File: src/rtl/uart_rx_fifo.sv
// Receive-side FIFO behind the UART receiver. It captures one byte per rising valid level
// and gives the consumer first-word-fall-through reads. It also drives CTS with hysteresis.
module uart_rx_fifo #(
  parameter int DATA_WIDTH   = 8,
  parameter int DEPTH        = 16,
  parameter int ALMOST_FULL  = 12,
  parameter int CTS_HYST     = 4,
  parameter int DROP_ON_PERR = 1
) (
  input  logic                       iClk,
  input  logic                       iRst,
  input  logic [DATA_WIDTH-1:0]      iData_rx,
  input  logic                       iData_valid,
  input  logic                       iPar_err,
  input  logic                       iRd_en,
  input  logic                       iClr_err,
  output logic [DATA_WIDTH-1:0]      oData,
  output logic                       oEmpty,
  output logic                       oFull,
  output logic [$clog2(DEPTH):0]     oCount,
  output logic                       oCTS,
  output logic                       oOverflow,
  output logic [7:0]                 oErr_cnt
);

  localparam int AW = $clog2(DEPTH);
  localparam int CW = AW + 1;
  localparam logic [CW-1:0] FULL_CNT = CW'(DEPTH);
  localparam logic [CW-1:0] AF_CNT   = CW'(ALMOST_FULL);
  localparam logic [CW-1:0] REL_CNT  = CW'(ALMOST_FULL - CTS_HYST);
  localparam logic [AW-1:0] PTR_ONE  = AW'(1);
  localparam logic          DROP_EN  = (DROP_ON_PERR != 0);

  logic [DATA_WIDTH-1:0] mem [DEPTH];

  logic [AW-1:0] wrPtr_q, wrPtr_d;
  logic [AW-1:0] rdPtr_q, rdPtr_d;
  logic [CW-1:0] count_q, count_d;
  logic          cts_q, cts_d;
  logic          overflow_q, overflow_d;
  logic [7:0]    errCnt_q, errCnt_d;
  logic          valid_q, perr_q;

  logic wrEvt, errEvt, wrReq, wrAcc, rdAcc, isFull, isEmpty;

  assign isFull  = (count_q == FULL_CNT);
  assign isEmpty = (count_q == '0);

  always_comb begin
    wrEvt      = iData_valid & ~valid_q;
    errEvt     = iPar_err & ~perr_q;
    wrReq      = wrEvt & ~(errEvt & DROP_EN);
    rdAcc      = iRd_en & ~isEmpty;
    // A pop on a full FIFO frees the slot the incoming byte lands in.
    wrAcc      = wrReq & (~isFull | rdAcc);
    wrPtr_d    = wrAcc ? wrPtr_q + PTR_ONE : wrPtr_q;
    rdPtr_d    = rdAcc ? rdPtr_q + PTR_ONE : rdPtr_q;
    count_d    = count_q + CW'(wrAcc) - CW'(rdAcc);
    overflow_d = overflow_q | (wrReq & isFull & ~rdAcc);
    errCnt_d   = errCnt_q;
    if (errEvt && errCnt_q != 8'hFF) begin
      errCnt_d = errCnt_q + 8'd1;
    end
    if (iClr_err) begin
      errCnt_d   = 8'd0;
      overflow_d = 1'b0;
    end
    cts_d = cts_q;
    if (count_q >= AF_CNT) begin
      cts_d = 1'b1;
    end else if (count_q <= REL_CNT) begin
      cts_d = 1'b0;
    end
  end

  // Edge detectors reset high so a level still asserted at reset release is not captured.
  always_ff @(posedge iClk) begin
    if (iRst) begin
      wrPtr_q    <= '0;
      rdPtr_q    <= '0;
      count_q    <= '0;
      cts_q      <= 1'b0;
      overflow_q <= 1'b0;
      errCnt_q   <= 8'd0;
      valid_q    <= 1'b1;
      perr_q     <= 1'b1;
    end else begin
      wrPtr_q    <= wrPtr_d;
      rdPtr_q    <= rdPtr_d;
      count_q    <= count_d;
      cts_q      <= cts_d;
      overflow_q <= overflow_d;
      errCnt_q   <= errCnt_d;
      valid_q    <= iData_valid;
      perr_q     <= iPar_err;
    end
  end

  always_ff @(posedge iClk) begin
    if (!iRst && wrAcc) begin
      mem[wrPtr_q] <= iData_rx;
    end
  end

  assign oData     = mem[rdPtr_q];
  assign oEmpty    = isEmpty;
  assign oFull     = isFull;
  assign oCount    = count_q;
  assign oCTS      = cts_q;
  assign oOverflow = overflow_q;
  assign oErr_cnt  = errCnt_q;

endmodule

File: config.mk
export PLATFORM = sky130hd
export DESIGN_NAME = uart_rx_fifo
export DESIGN_NICKNAME = d
export VERILOG_FILES = /design/src/rtl/uart_rx_fifo.sv
export SDC_FILE = /design/constraint.sdc
export NUM_CORES = 1
export LEC_CHECK = 0
export ABC_AREA = 1
export CORE_ASPECT_RATIO = 0.8
export CORE_MARGIN = 2
export CORE_UTILIZATION = 40
export DETAILED_ROUTE_END_ITERATION = 10
export RECOVER_POWER = 100
export SYNTH_ARGS = -nofsm -noshare
export SYNTH_HDL_FRONTEND = slang
export SYNTH_SLANG_ARGS = --single-unit
File: constraint.sdc
create_clock -name iClk -period 2.9 [get_ports iClk]
set_clock_uncertainty 0.2 [all_clocks]
set_input_delay 0.58 -clock iClk [delete_from_list [all_inputs] [get_ports iClk]]
set_output_delay 0.58 -clock iClk [all_outputs]
set_load 0.1 [all_outputs]
==> impl_metrics.ini, run 1 <==
[detailed_routing]
via_count = 4752
drt_pass1_iterations = 5
avgRoutedWirePerCell_um = 15.73
ant_nets = 0
dr.first_iter.drc_count = 434
drc = 0
via_per_inst = 4.929
routed_wl_um = 15160

[setup_path]
arrival_ns = 1.95
required_ns = 2.12
reg2reg_slack_ns = 0.24
critical_path.startpoint_type = flop
crit_slowest_cell = dfxtp_2
endpoint_kind = output pin
crit_path_max_fanout = 22
slowest_delay_ns = 0.36
cp_cell_sequence = clkbuf_4 > nor2_1 > nor2_1 > o21ai_0 > nand3_1 > nand3_1 > nand2_1 > buf_4
critPathKind = flop to output pin

[clocking]
tritoncts = yes
cts_buffers = 17
cts_setup_buffers = 0
path_clk_slew_ns = 0.06
cts_resized = 0
cts_htree_levels = 4
cts-root-buf = clkbuf_16
cts.path.max_buffers = 2
clk_latency_ns = 0.41
cts-hold-fix-buffers = 0
cts.sinks = 157

[place]
place_congestion = 0.8007
dp_hpwl_um = 9842
placed_cell_area_mm2 = 0.007671
place_inst = 932
numPortBuffers = 38

[cells_and_area]
final_nets = 761
n_antenna_cell = 0
areaGrowthSynthToFinish_pct = 17.88
drive_above_1_share_pct = 10.22
layout.cells.non_filler = 964
final_cell_mix = nand2_1 (195), edfxtp_1 (128), nor2_1 (85), nand3_1 (57), inv_1 (46)
nFillCells = 1538
fin_area_mm2 = 0.008019
layout_commonest_cell = nand2_1

[outcome]
status = complete, no violations

[floorplanning]
rows = 42
core_area_mm2 = 0.01661
io-pin-count = 39
dieHeight_um = 120.6
start_util_pct = 40.97
die_width_um = 149.8
dieArea_mm2 = 0.01807

[global_routing]
grt_pass1_vias = 4622
grt_use_met1_pct = 25.05
grt_use_met3_pct = 5.132
grt_max_degree = 55
grt_use_total_pct = 18.02
grt-ovfl-total = 0
grt.busiest_layer = met2
gr-usage-met2_pct = 27.91
grt_pass1_wl_um = 24610
antenna_found_initial = 1

[sta]
setup_viol = 0
finalMaxSlewViolations = 0
min_period_ns = 2.732
worst_slew_pin_slew_ns = 1.196
fmax_mhz = 366.1
rsz0062_at_grt = false
fin_crit_sh_pct = 94.19
finalHoldViolCount = 0
relSlewSlack_pct = 20.63

[run]
maxCapViolCount = 0

[yosys]
synth_top_family_by_area = simple AND/OR/NAND/NOR gates
syn_nets = 690
yosys_warnings = 0
syn_area_mm2 = 0.006803
yosys.area_share.simple_pct = 21.04
synth_seq_area_share_pct = 65.04
synth_fa_ha_area_share_pct = 3.053
synth_mux_area_share_pct = 0
yosysUniqueCellTypes = 32
syn_inst = 660
synth-compound-area-share_pct = 4.966
synth_xor_area_share_pct = 0.7725
synth_seq_cells = 157
synth_area_per_cell_um2 = 10.31

[power]
ir_worst_vdd_uv = 405.8
p_leak_nw = 3.082
finalPower_mw = 6.863
power.density_mw_per_mm2 = 855.9

[min_path]
hold_class = flop to flop
==> per-layer routing <==
metal	wire (um)	vias up	share of wire (%)
met2	7069	95	47
met5	13	-	0.086
met4	79	2	0.52
li1	-	2348	-
met1	7354	2299	49
met3	642	8	4.2
==> cell usage after synthesis <==
master    instances  area share (%)
o211ai_2          3            0.55
fa_1              1            0.29
a31oi_1           2            0.18
o21ai_0          23             1.7
clkbuf_2          2            0.15
nand4_1           3            0.28
a21oi_1          12            0.88
or2_2             2            0.18
buf_6             6            0.99
nand2_2           2            0.18
nand3b_1          1            0.11
a22oi_1           1            0.11
xnor2_1           2            0.26
nor2_2            4            0.37
nand2_1         194              11
nand2_4           1            0.17
edfxtp_1        128              57
dfxtp_1          29             8.5
buf_1             1           0.055
nor2_4            1            0.17
xor2_1            4            0.51
o31ai_1           1            0.11
inv_2             2            0.11
nor2_1           85             4.7
o211ai_1          9            0.99
buf_2            13            0.96
o21ai_1           6            0.44
clkbuf_1          2            0.11
ha_1             15             2.8
nand3_1          57             4.2
buf_4             2            0.22
inv_1            46             2.5
==> worst max-delay path, delay by kind of cell (launching register included) <==
kind                   cells  cell delay (ns)
buffers and inverters      2             0.60
flip-flops                 1             0.36
AND/OR/NAND/NOR            5             0.47
AO/OA/AOI/OAI              1             0.10
==> through the flow <==
step | setup slack [ns] | util [%] | hold slack [ns] | setup TNS [ns]
floorplan | -0.2186 | - | 0.2719 | -0.2186
global placement | -0.04740 | 46.20 | 0.2593 | -0.04740
detailed placement | -0.09763 | 46.20 | 0.2802 | -0.09763
CTS | 0.1727 | 49.56 | 0.2968 | 0
global route | 0.01466 | 48.29 | 0.3115 | 0
finish | 0.1684 | 48.29 | 0.2960 | 0
==> cells by family (layout without fill, tap and decap cells) <==
logic type	count (synthesis)	count (layout)
simple gates	350	350
flops	157	157
buf+inv	74	158
compound gates	57	57
fa+ha+maj	16	16
xor+xnor	6	6
==> path summary, 6_finish.rpt <==
path | start | endpoint | cells past startpoint
worst min register to register | oOverflow | oOverflow | 2
worst max register to register | oCount[2] | mem[12][0] | 9
worst max-delay path | flop | oData[3] | 8
worst min-delay path | oOverflow | oOverflow | 2
==> sequential cells by signal, indices dropped and copies added, names as in the netlist, named ones only <==
register	flops
mem	128
oOverflow	1
oErr_cnt	8
perr_q	1
oCount	5
oCTS	1
valid_q	1
rdPtr_q	4
wrPtr_q	4
==> layout make-up <==
class | instances | area (um2) | area share, %
Timing Repair Buffer | 78 | 549.3 | 6.850
Clock buffer | 20 | 436.7 | 5.445
Tap cell | 220 | 275.3 | 3.433
Inverter | 48 | 180.2 | 2.247
Clock inverter | 12 | 122.6 | 1.529
Sequential cell | 157 | 4428 | 55.22
Multi-Input combinational cell | 429 | 2027 | 25.28
==> power breakdown <==
part	switching [mW]	internal, mW
Clock	0.838	1.26
Combinational	1.60	0.586
Sequential	0.0729	2.50
No activity file was read; power rests on OpenSTA's default activity.
==> run 2: changes to the inputs <==
CTS_BUF_LIST = sky130_fd_sc_hd__clkbuf_8   (was default)
==> run 2 against run 1 <==
  * Final cell count up 0.21%
  * Largest cell class unchanged
  * Worst hold slack better by 0.0041 ns
  * Sequential cell count unchanged
  * Global-route usage about the same
==> impl_metrics.ini, run 2 (synthesis gave the netlist of run 1 again) <==
[sta]
hold_slack_ns = 0.3001
finalHoldViolCount = 0
tns_ns = 0
finalMaxSlewViolations = 0
relSlewSlack_pct = 21.68
fin_crit_sh_pct = 93.44
fmax_mhz = 369.0
worst_slew_pin_slew_ns = 1.180
rsz0062_at_grt = false
setup_viol = 0
min_period_ns = 2.710

[floorplanning]
dieArea_mm2 = 0.01807
io-pin-count = 39
rows = 42
start_util_pct = 40.97
core_area_mm2 = 0.01661
dieHeight_um = 120.6
die_width_um = 149.8

[setup_path]
critical_path.startpoint_type = flop
endpoint_kind = output pin
slowest_delay_ns = 0.38
required_ns = 2.12
critPathKind = flop to output pin
crit_family = simple AND/OR/NAND/NOR gates
arrival_ns = 1.93
critPathBufInv = 2
crit_slowest_cell = dfxtp_2
cp_cell_sequence = buf_12 > nand2_1 > nand2_1 > nand2_1 > nand3_1 > nand3_1 > nand2_1 > buf_6
cp_common_cell = nand2_1
crit_path_max_fanout = 54

[global_routing]
grt_max_degree = 55
grt-ovfl-total = 0
grt_pass1_vias = 4577
antenna_found_initial = 1
grt_use_total_pct = 18.02
grt_pass1_wl_um = 24450

[cells_and_area]
areaGrowthSynthToFinish_pct = 15.47
nFillCells = 1565
drive_above_1_share_pct = 10.99
finalCoreUtilization_pct = 47.30
regMostFlops = mem
multi_input_area_mm2 = 0.002027
layout_commonest_cell = nand2_1
final_nets = 763
final_cell_mix = nand2_1 (195), edfxtp_1 (128), nor2_1 (85), nand3_1 (57), inv_1 (48)
n_antenna_cell = 0
regArea_mm2 = 0.004428
largest_register_ffs = 128

[clocking]
cts.path.max_buffers = 2
cts_htree_levels = 4
cts-hold-fix-buffers = 0
cts_buffers = 17
path_clk_slew_ns = 0.08
clk_latency_ns = 0.45
tritoncts = yes
cts.sinks = 157
cts-root-buf = clkbuf_8

[place]
numPortBuffers = 38
dp_hpwl_um = 9842
place_congestion = 0.8007

[power]
p_leak_nw = 3.027
power.density_mw_per_mm2 = 802.8
ir_worst_vdd_uv = 405.7

[detailed_routing]
ant_nets = 0
drt_pass1_iterations = 5
dr.first_iter.drc_count = 342
via_per_inst = 4.885
via_count = 4719
routed_wl_um = 15230
avgRoutedWirePerCell_um = 15.77
drc = 0

[run]
maxCapViolCount = 0

[min_path]
hold_class = flop to flop

[outcome]
status = complete, no violations
-- run 2: timing repair --
action	CTS	global route
buffers inserted	0	2
hold endpoints to repair	0	0
endpoints found under the setup margin	0	1
resized for setup	0	2
-- run 2: layout make-up --
class                      instances  area share, %
multi-input combinational        429          25.80
timing repair buffer              80          7.295
clock buffer                      17          2.979
tap                              220          3.504
inverter                          48          2.342
sequential                       157          56.37
clock inverter                    15          1.704
-- run 2: metal layers --
layer | GRT usage (%) | share of wire, % | vias to the layer above
met5 | 0 | 0.11 | -
met4 | 4.776 | 0.78 | 2
met3 | 5.472 | 4.6 | 12
met2 | 28.05 | 46 | 84
met1 | 24.62 | 48 | 2271
li1 | - | - | 2350
-- run 2: worst min-delay path: cells and delay by family (launching register included) --
family | cells | cell delay, ns
compound gates | 1 | 0.05
simple gates | 1 | 0.08
flops | 1 | 0.33
-- run 2: path summary, 6_finish.rpt --
| kind | start | endpoint | slack [ns] | cells past startpoint |
|---|---|---|---|---|
| max reg2reg | oCount[2] | mem[10][5] | 0.23 | 9 |
| min reg2reg | oOverflow | oOverflow | 0.30 | 2 |
| min | oOverflow | oOverflow | 0.30 | 2 |
| max | flop | oData[0] | 0.19 | 8 |
-- run 2: where the power goes --
part	internal [mW]	total [mW]	switching [mW]	leakage (nW)
Combinational	0.592	2.20	1.61	1.44
Sequential	2.50	2.58	0.0746	1.39
Clock	0.746	1.53	0.788	0.198
-- run 2: stage by stage --
step	cells	cell area (um2)	setup WS (ns)	total power, mW
2_1_floorplan	660	6808	-0.2186	4.283
3_3_place_gp	932	7671	-0.04740	4.945
3_5_place_dp	932	7671	-0.09763	4.976
4_1_cts	964	8039	0.1212	6.499
5_1_grt	966	7855	0.007673	6.638
6_report	966	7855	0.1902	6.306
